**config.mk**
```make
export PLATFORM = sky130hd
export DESIGN_NAME = trig_capture_flat
export DESIGN_NICKNAME = d
export VERILOG_FILES = /design/src/rtl/trig_capture_if.sv /design/src/rtl/trig_capture.sv /design/src/flat_wrapper.sv
export SDC_FILE = /design/constraint.sdc
export NUM_CORES = 1
export LEC_CHECK = 0
export CAP_MARGIN = 20
export CELL_PAD_IN_SITES_DETAIL_PLACEMENT = 2
export CELL_PAD_IN_SITES_GLOBAL_PLACEMENT = 2
export CORE_MARGIN = 4
export CORE_UTILIZATION = 35
export CTS_CLUSTER_SIZE = 30
export DETAILED_ROUTE_END_ITERATION = 7
export PLACE_DENSITY = 0.95
export SYNTH_ARGS = -nofsm -noshare
export SYNTH_HDL_FRONTEND = slang
export SYNTH_SLANG_ARGS = --single-unit
```
**constraint.sdc**
```tcl
create_clock -name clk -period 6.23 [get_ports clk]
set_input_delay 1.869 -clock clk [delete_from_list [all_inputs] [get_ports clk]]
set_output_delay 1.869 -clock clk [all_outputs]
set_load 0.01 [all_outputs]
```
**src/rtl/trig_capture_if.sv**
```systemverilog
// trig_capture_if
// Bundles the command, sample-strobe, trigger and RAM-write signals of the
// capture controller.
//   master : command/trigger side. It drives arm, clr_done, smpl_en, the
//            trigger levels, trig_en and trig_pos. It observes the RAM
//            write port and the status outputs.
//   slave  : trig_capture itself.
interface trig_capture_if #(
   parameter int ADDR_W = 9
);
   logic              arm;
   logic              clr_done;
   logic              smpl_en;
   logic              SPItrig;
   logic              UARTtrig;
   logic              chan_trig;
   logic [2:0]        trig_en;
   logic [ADDR_W-1:0] trig_pos;
   logic              we;
   logic [ADDR_W-1:0] waddr;
   logic              armed;
   logic              triggered;
   logic              capture_done;
   logic [ADDR_W-1:0] start_addr;

   modport master (
      output arm, clr_done, smpl_en, SPItrig, UARTtrig, chan_trig, trig_en, trig_pos,
      input  we, waddr, armed, triggered, capture_done, start_addr
   );

   modport slave (
      input  arm, clr_done, smpl_en, SPItrig, UARTtrig, chan_trig, trig_en, trig_pos,
      output we, waddr, armed, triggered, capture_done, start_addr
   );
endinterface

```
**src/rtl/trig_capture.sv**
```systemverilog
// trig_capture
// Capture controller for a circular sample RAM. A capture starts with an arm
// pulse. Decimated samples are then written on every smpl_en strobe. Once the
// pre-trigger part of the buffer is full, the first enabled trigger source is
// accepted. After that, trig_pos further samples are recorded and the capture
// is flagged complete. start_addr then points at the oldest stored sample.
// Ports:
//   clk, rst : clock and synchronous active-high reset
//   bus      : trig_capture_if.slave, which carries the following signals
//      arm / clr_done  command pulses (start capture / acknowledge done)
//      smpl_en         decimated sample strobe
//      SPItrig, UARTtrig, chan_trig, trig_en : trigger levels and enable mask
//      trig_pos        post-trigger sample count, latched at arm
//      we, waddr       RAM write port
//      armed, triggered, capture_done, start_addr : status
module trig_capture #(
   parameter int ADDR_W = 9
) (
   input  logic          clk,
   input  logic          rst,
   trig_capture_if.slave bus
);

   localparam logic [1:0] S_IDLE  = 2'd0;
   localparam logic [1:0] S_ARMED = 2'd1;
   localparam logic [1:0] S_POST  = 2'd2;
   localparam logic [1:0] S_DONE  = 2'd3;

   localparam logic [ADDR_W:0]   DEPTH_C  = {1'b1, {ADDR_W{1'b0}}};
   localparam logic [ADDR_W:0]   CNT_ONE  = {{ADDR_W{1'b0}}, 1'b1};
   localparam logic [ADDR_W-1:0] ADDR_ONE = {{(ADDR_W-1){1'b0}}, 1'b1};

   logic [1:0]        state_q,     state_d;
   logic [ADDR_W-1:0] waddr_q,     waddr_d;
   logic [ADDR_W:0]   pre_cnt_q,   pre_cnt_d;
   logic [ADDR_W:0]   post_cnt_q,  post_cnt_d;
   logic [ADDR_W-1:0] trig_pos_q,  trig_pos_d;
   logic              triggered_q, triggered_d;

   logic [ADDR_W:0]   need;
   logic              trig_hit;
   logic              we;
   logic              accept;
   logic              post_last;

   // The pre-trigger region must hold DEPTH - trig_pos samples before a
   // trigger is accepted. With trig_pos = 0 the whole buffer is pre-trigger.
   assign need     = DEPTH_C - {1'b0, trig_pos_q};
   assign trig_hit = |(bus.trig_en & {bus.chan_trig, bus.UARTtrig, bus.SPItrig});

   // Write uses the current waddr. It is gated by rst so that no write
   // escapes while the state is being forced back to IDLE.
   assign we = ~rst & bus.smpl_en & ((state_q == S_ARMED) | (state_q == S_POST));

   // A trigger arriving before the pre-trigger region is full is dropped,
   // not queued. The compare uses the registered pre_cnt, so a write in the
   // acceptance cycle is still counted as pre-trigger.
   assign accept    = (state_q == S_ARMED) & trig_hit & (pre_cnt_q >= need);
   assign post_last = (state_q == S_POST) & bus.smpl_en &
                      ((post_cnt_q + CNT_ONE) == {1'b0, trig_pos_q});

   always_comb begin
      state_d     = state_q;
      waddr_d     = waddr_q;
      pre_cnt_d   = pre_cnt_q;
      post_cnt_d  = post_cnt_q;
      trig_pos_d  = trig_pos_q;
      triggered_d = triggered_q;

      if (we) begin
         waddr_d = waddr_q + ADDR_ONE;
      end

      case (state_q)
         S_ARMED: begin
            if (bus.smpl_en && (pre_cnt_q != DEPTH_C)) begin
               pre_cnt_d = pre_cnt_q + CNT_ONE;
            end
            if (accept) begin
               triggered_d = 1'b1;
               post_cnt_d  = '0;
               state_d     = (trig_pos_q == '0) ? S_DONE : S_POST;
            end
         end
         S_POST: begin
            if (bus.smpl_en) begin
               post_cnt_d = post_cnt_q + CNT_ONE;
            end
            if (post_last) begin
               state_d = S_DONE;
            end
         end
         S_DONE: begin
            if (bus.clr_done) begin
               state_d     = S_IDLE;
               triggered_d = 1'b0;
            end
         end
         default: begin
         end
      endcase

      // A new arm overrides everything above, from any state.
      if (bus.arm) begin
         state_d     = S_ARMED;
         waddr_d     = '0;
         pre_cnt_d   = '0;
         post_cnt_d  = '0;
         trig_pos_d  = bus.trig_pos;
         triggered_d = 1'b0;
      end
   end

   always_ff @(posedge clk) begin
      if (rst) begin
         state_q     <= S_IDLE;
         waddr_q     <= '0;
         pre_cnt_q   <= '0;
         post_cnt_q  <= '0;
         trig_pos_q  <= '0;
         triggered_q <= 1'b0;
      end else begin
         state_q     <= state_d;
         waddr_q     <= waddr_d;
         pre_cnt_q   <= pre_cnt_d;
         post_cnt_q  <= post_cnt_d;
         trig_pos_q  <= trig_pos_d;
         triggered_q <= triggered_d;
      end
   end

   assign bus.we           = we;
   assign bus.waddr        = waddr_q;
   assign bus.armed        = (state_q == S_ARMED);
   assign bus.triggered    = triggered_q;
   assign bus.capture_done = (state_q == S_DONE);
   // In DONE the buffer is full, so the next address to be written holds
   // the oldest sample.
   assign bus.start_addr   = (state_q == S_DONE) ? waddr_q : '0;

endmodule

```
**src/flat_wrapper.sv**
```systemverilog
// flat-port wrapper written by rule: the top's interface ports become plain ports
module trig_capture_flat 
#(
   parameter int ADDR_W = 9
)
  (clk, rst, bus_arm, bus_clr_done, bus_smpl_en, bus_SPItrig, bus_UARTtrig, bus_chan_trig, bus_trig_en, bus_trig_pos, bus_we, bus_waddr, bus_armed, bus_triggered, bus_capture_done, bus_start_addr);
  trig_capture_if #(.ADDR_W(ADDR_W)) bus_i ();
  input  logic clk;
  input  logic rst;
  input wire logic [$bits(bus_i.arm)-1:0] bus_arm;
  input wire logic [$bits(bus_i.clr_done)-1:0] bus_clr_done;
  input wire logic [$bits(bus_i.smpl_en)-1:0] bus_smpl_en;
  input wire logic [$bits(bus_i.SPItrig)-1:0] bus_SPItrig;
  input wire logic [$bits(bus_i.UARTtrig)-1:0] bus_UARTtrig;
  input wire logic [$bits(bus_i.chan_trig)-1:0] bus_chan_trig;
  input wire logic [$bits(bus_i.trig_en)-1:0] bus_trig_en;
  input wire logic [$bits(bus_i.trig_pos)-1:0] bus_trig_pos;
  output wire logic [$bits(bus_i.we)-1:0] bus_we;
  output wire logic [$bits(bus_i.waddr)-1:0] bus_waddr;
  output wire logic [$bits(bus_i.armed)-1:0] bus_armed;
  output wire logic [$bits(bus_i.triggered)-1:0] bus_triggered;
  output wire logic [$bits(bus_i.capture_done)-1:0] bus_capture_done;
  output wire logic [$bits(bus_i.start_addr)-1:0] bus_start_addr;
  assign bus_i.arm = bus_arm;
  assign bus_i.clr_done = bus_clr_done;
  assign bus_i.smpl_en = bus_smpl_en;
  assign bus_i.SPItrig = bus_SPItrig;
  assign bus_i.UARTtrig = bus_UARTtrig;
  assign bus_i.chan_trig = bus_chan_trig;
  assign bus_i.trig_en = bus_trig_en;
  assign bus_i.trig_pos = bus_trig_pos;
  assign bus_we = bus_i.we;
  assign bus_waddr = bus_i.waddr;
  assign bus_armed = bus_i.armed;
  assign bus_triggered = bus_i.triggered;
  assign bus_capture_done = bus_i.capture_done;
  assign bus_start_addr = bus_i.start_addr;
  trig_capture #(.ADDR_W(ADDR_W)) u_core (.clk(clk), .rst(rst), .bus(bus_i));
endmodule
```
==> summary.txt <==
Outcome
  – Result of the run: complete, no violations

Timing
  – Tmin final: 5.485 ns
  – Setup Viol. Count Final: 0
  – Max Slew Vio Count: 0
  – Post-Route Skew: 0.007592 ns
  – Least-Margin Pin Slew: 0.6705 ns
  – Achievable Freq: 182.3 MHz
  – Setup_tns: 0 ns
  – Slew headroom: 54.72%
  – Hold Vio Cnt, Final: 0
  – RSZ-0062 raised after global routing: false
  – Crit share post-route: 88.05%

Global routing
  – Initial antenna violation count: 0
  – Vias in the first global route: 2953
  – Total grt overflow: 0
  – First-pass GRT wire length: 15240 µm
  – Tot GR Track Use: 21.51%
  – Largest net degree at the start of global routing: 28

Clocking
  – Inserted Clock Buffers: 5
  – Setup Buffers After CTS: 0
  – CTS tree: done
  – CTS root buf: clkbuf_8
  – Sink Count: 41
  – Post-CTS Hold Buffers: 0
  – CTS Buffer Depth: 2
  – CTS resizes: 0
  – Clock-pin slew on the worst setup and hold paths: roughly 0.080 ns
  – CTS H-tree lvls: 2
  – Clock Latency Late Sink: 0.30 ns

Placed design
  – GP Congestion: ~0.80
  – # port buffers: between 40 and 50
  – Post-DP HPWL: between 6000 and 7000 µm

Synth
  – Post-synth EDFFs: 0
  – Synth area leaders: dfxtp_1, ha_1, nor2_1
  – Yosys top cell area share: 29.93%
  – Post-synth top flop: dfxtp_1
  – Cell taking the most area after synthesis: dfxtp_1
  – Avg Cell Area, Syn: a little over 8 µm²
  – Post-synthesis sequential area ratio: between 20% and 30%
  – Post-Syn Area: ~2700 µm²
  – Post-synthesis sequential element count: 41
  – Top-count cell post-synth: nor2_1
  – Yosys warns: 0
  – Post-synth cell types: 53
  – Synth Net Count: 375
  – FFs w/ async S/R, synth: 0%
  – Mapped Cells: 334
  – Post-synth top cells: nor2_1, dfxtp_1, nand2_1

Route
  – Drt pass-1 iters: 4
  – Via count: about 2700
  – Final wirelength: 9399 µm
  – Residual DRC: 0
  – Drt initial violations: between 80 and 90
  – Post-route ant nets: 0
  – Vias per inst: 5.683
  – Wire per inst: 19.75 µm

Critical path
  – Critical path data arrival time: 3.62 ns
  – Req. time, crit path: between 4 and 5 ns
  – Kind of start point of the critical path: input pin
  – CP endpoint kind: output pin
  – Crit-path max FO: 7
  – Critical path class: in2out

Final layout
  – Footprint of the multi-input gates: 1787 µm²
  – Fillers: between 800 and 900
  – Final nets: 414
  – # diodes: 0
  – Register area: 820.8 µm²
  – Area grow syn2layout: 20.62%
  – Share of cells above drive strength 1: 4.545%

Floorplan
  – Width of the die: 96.52 µm
  – DIE AREA: 9316 µm²
  – Ports: 42
  – Initial Utilization: a little over a third
  – CORE AREA: 7687 µm²
  – Die H: 96.52 µm
  – # rows: 32

Pwr
  – Pwr/cell area: 187.5 nW/µm²
  – Leak: 1.253 nW
  – Total power: between 600 and 700 µW
  – VDD IR max: roughly 0.086 mV

Flow run
  – Max-Cap Viols: 0

Worst hold path
  – Hold Path Class: reg2reg
## metal layers
layer  share of wire [%]  vias up  track usage (%)
met3                 3.7       12            4.105
met2                  54       59            40.00
met4                 1.2        0            5.724
met5                   0        -                0
met1                  41     1370            25.01
li1                    -     1264                -
## kinds of logic (layout without fill, tap and decap cells)
group | count (synthesis) | after routing | share of synthesized area [%]
AO/OA/AOI/OAI | 60 | 60 | 15.15
XOR/XNOR | 27 | 27 | 8.622
adder cells (fa/ha/maj) | 21 | 21 | 9.580
buffers and inverters | 29 | 69 | 4.927
flip-flops | 41 | 41 | 29.93
multiplexers | 12 | 12 | 4.380
AND/OR/NAND/NOR | 144 | 144 | 27.42
## cell type report
| cell class | count | area share [%] |
|---|---|---|
| tap | 102 | 3.858 |
| timing repair buffer | 43 | 12.86 |
| multi-input combinational | 264 | 54.01 |
| clock buffer | 8 | 2.421 |
| inverter | 18 | 2.042 |
| sequential | 41 | 24.81 |
## registers in the layout, summed over array words and instances, names as in the netlist
register,cells
u_core.bus.triggered,1
u_core.bus.waddr,9
u_core.post_cnt_q,10
u_core.pre_cnt_q,10
u_core.state_q,2
u_core.trig_pos_q,9
## path summary, 6_finish.rpt
| kind | start | end | slack [ns] | cells past startpoint |
|---|---|---|---|---|
| worst max register to register | u_core.trig_pos_q[2] | u_core.post_cnt_q[5] | 2.69 | 10 |
| worst min-delay path | u_core.bus.triggered | u_core.bus.triggered | 0.53 | 2 |
| worst min register to register | u_core.bus.triggered | u_core.bus.triggered | 0.53 | 2 |
| worst max-delay path | bus_smpl_en | bus_we | 0.74 | 4 |
## through the flow
step | worst slack (ns) | cell area [µm²] | hold WS [ns] | cells | util [%]
4_1_cts | 0.7515 | 3308 | 0.5344 | 476 | 43.03
3_3_place_gp | 0.8381 | 3228 | 0.4900 | 468 | 41.99
3_5_place_dp | 0.7629 | 3228 | 0.5180 | 468 | 41.99
5_1_grt | 0.6189 | 3308 | 0.5775 | 476 | 43.03
6_report | 0.7446 | 3308 | 0.5348 | 476 | 43.03
2_1_floorplan | 2.101 | 2743 | 0.4831 | 334 | -
## report_power, final
group	total [mW]	leakage, nW	internal, mW	switching [mW]
Combinational	0.158	0.881	0.0676	0.0905
Clock	0.180	0.0395	0.0799	0.100
Sequential	0.282	0.332	0.269	0.0129
## critical path, stage by stage
cell,delay (ns)
clkdlybuf4s50_1,0.67
nand2_1,0.12
nor2_1,0.33
clkdlybuf4s50_1,0.62
## cells in the final DEF (no fill, tap or decap), types with 2 or more instances in the layout
cell | synthesis | final
buf_4 | 3 | 2
nor3b_1 | 2 | 2
mux2i_1 | 12 | 12
nor2b_1 | 3 | 3
o21ai_0 | 16 | 16
o41ai_1 | 2 | 2
nand2b_1 | 4 | 4
a211oi_1 | 2 | 2
o221a_2 | 3 | 3
nor4_1 | 4 | 4
a21oi_1 | 17 | 17
inv_1 | 17 | 17
nor2_1 | 45 | 45
xor2_1 | 18 | 18
nor3_1 | 5 | 5
a21o_1 | 2 | 2
clkbuf_8 | 0 | 5
xnor2_1 | 9 | 9
clkdlybuf4s50_1 | 0 | 41
ha_1 | 21 | 21
a31oi_1 | 3 | 3
or4_1 | 5 | 5
and3_1 | 8 | 8
nand4_1 | 9 | 9
o211ai_1 | 3 | 3
dfxtp_1 | 41 | 41
and2_1 | 11 | 11
nand2_1 | 22 | 22
clkbuf_1 | 5 | 3
nand3_1 | 9 | 9
or3_1 | 8 | 8
(Power assumes the default switching activity.)
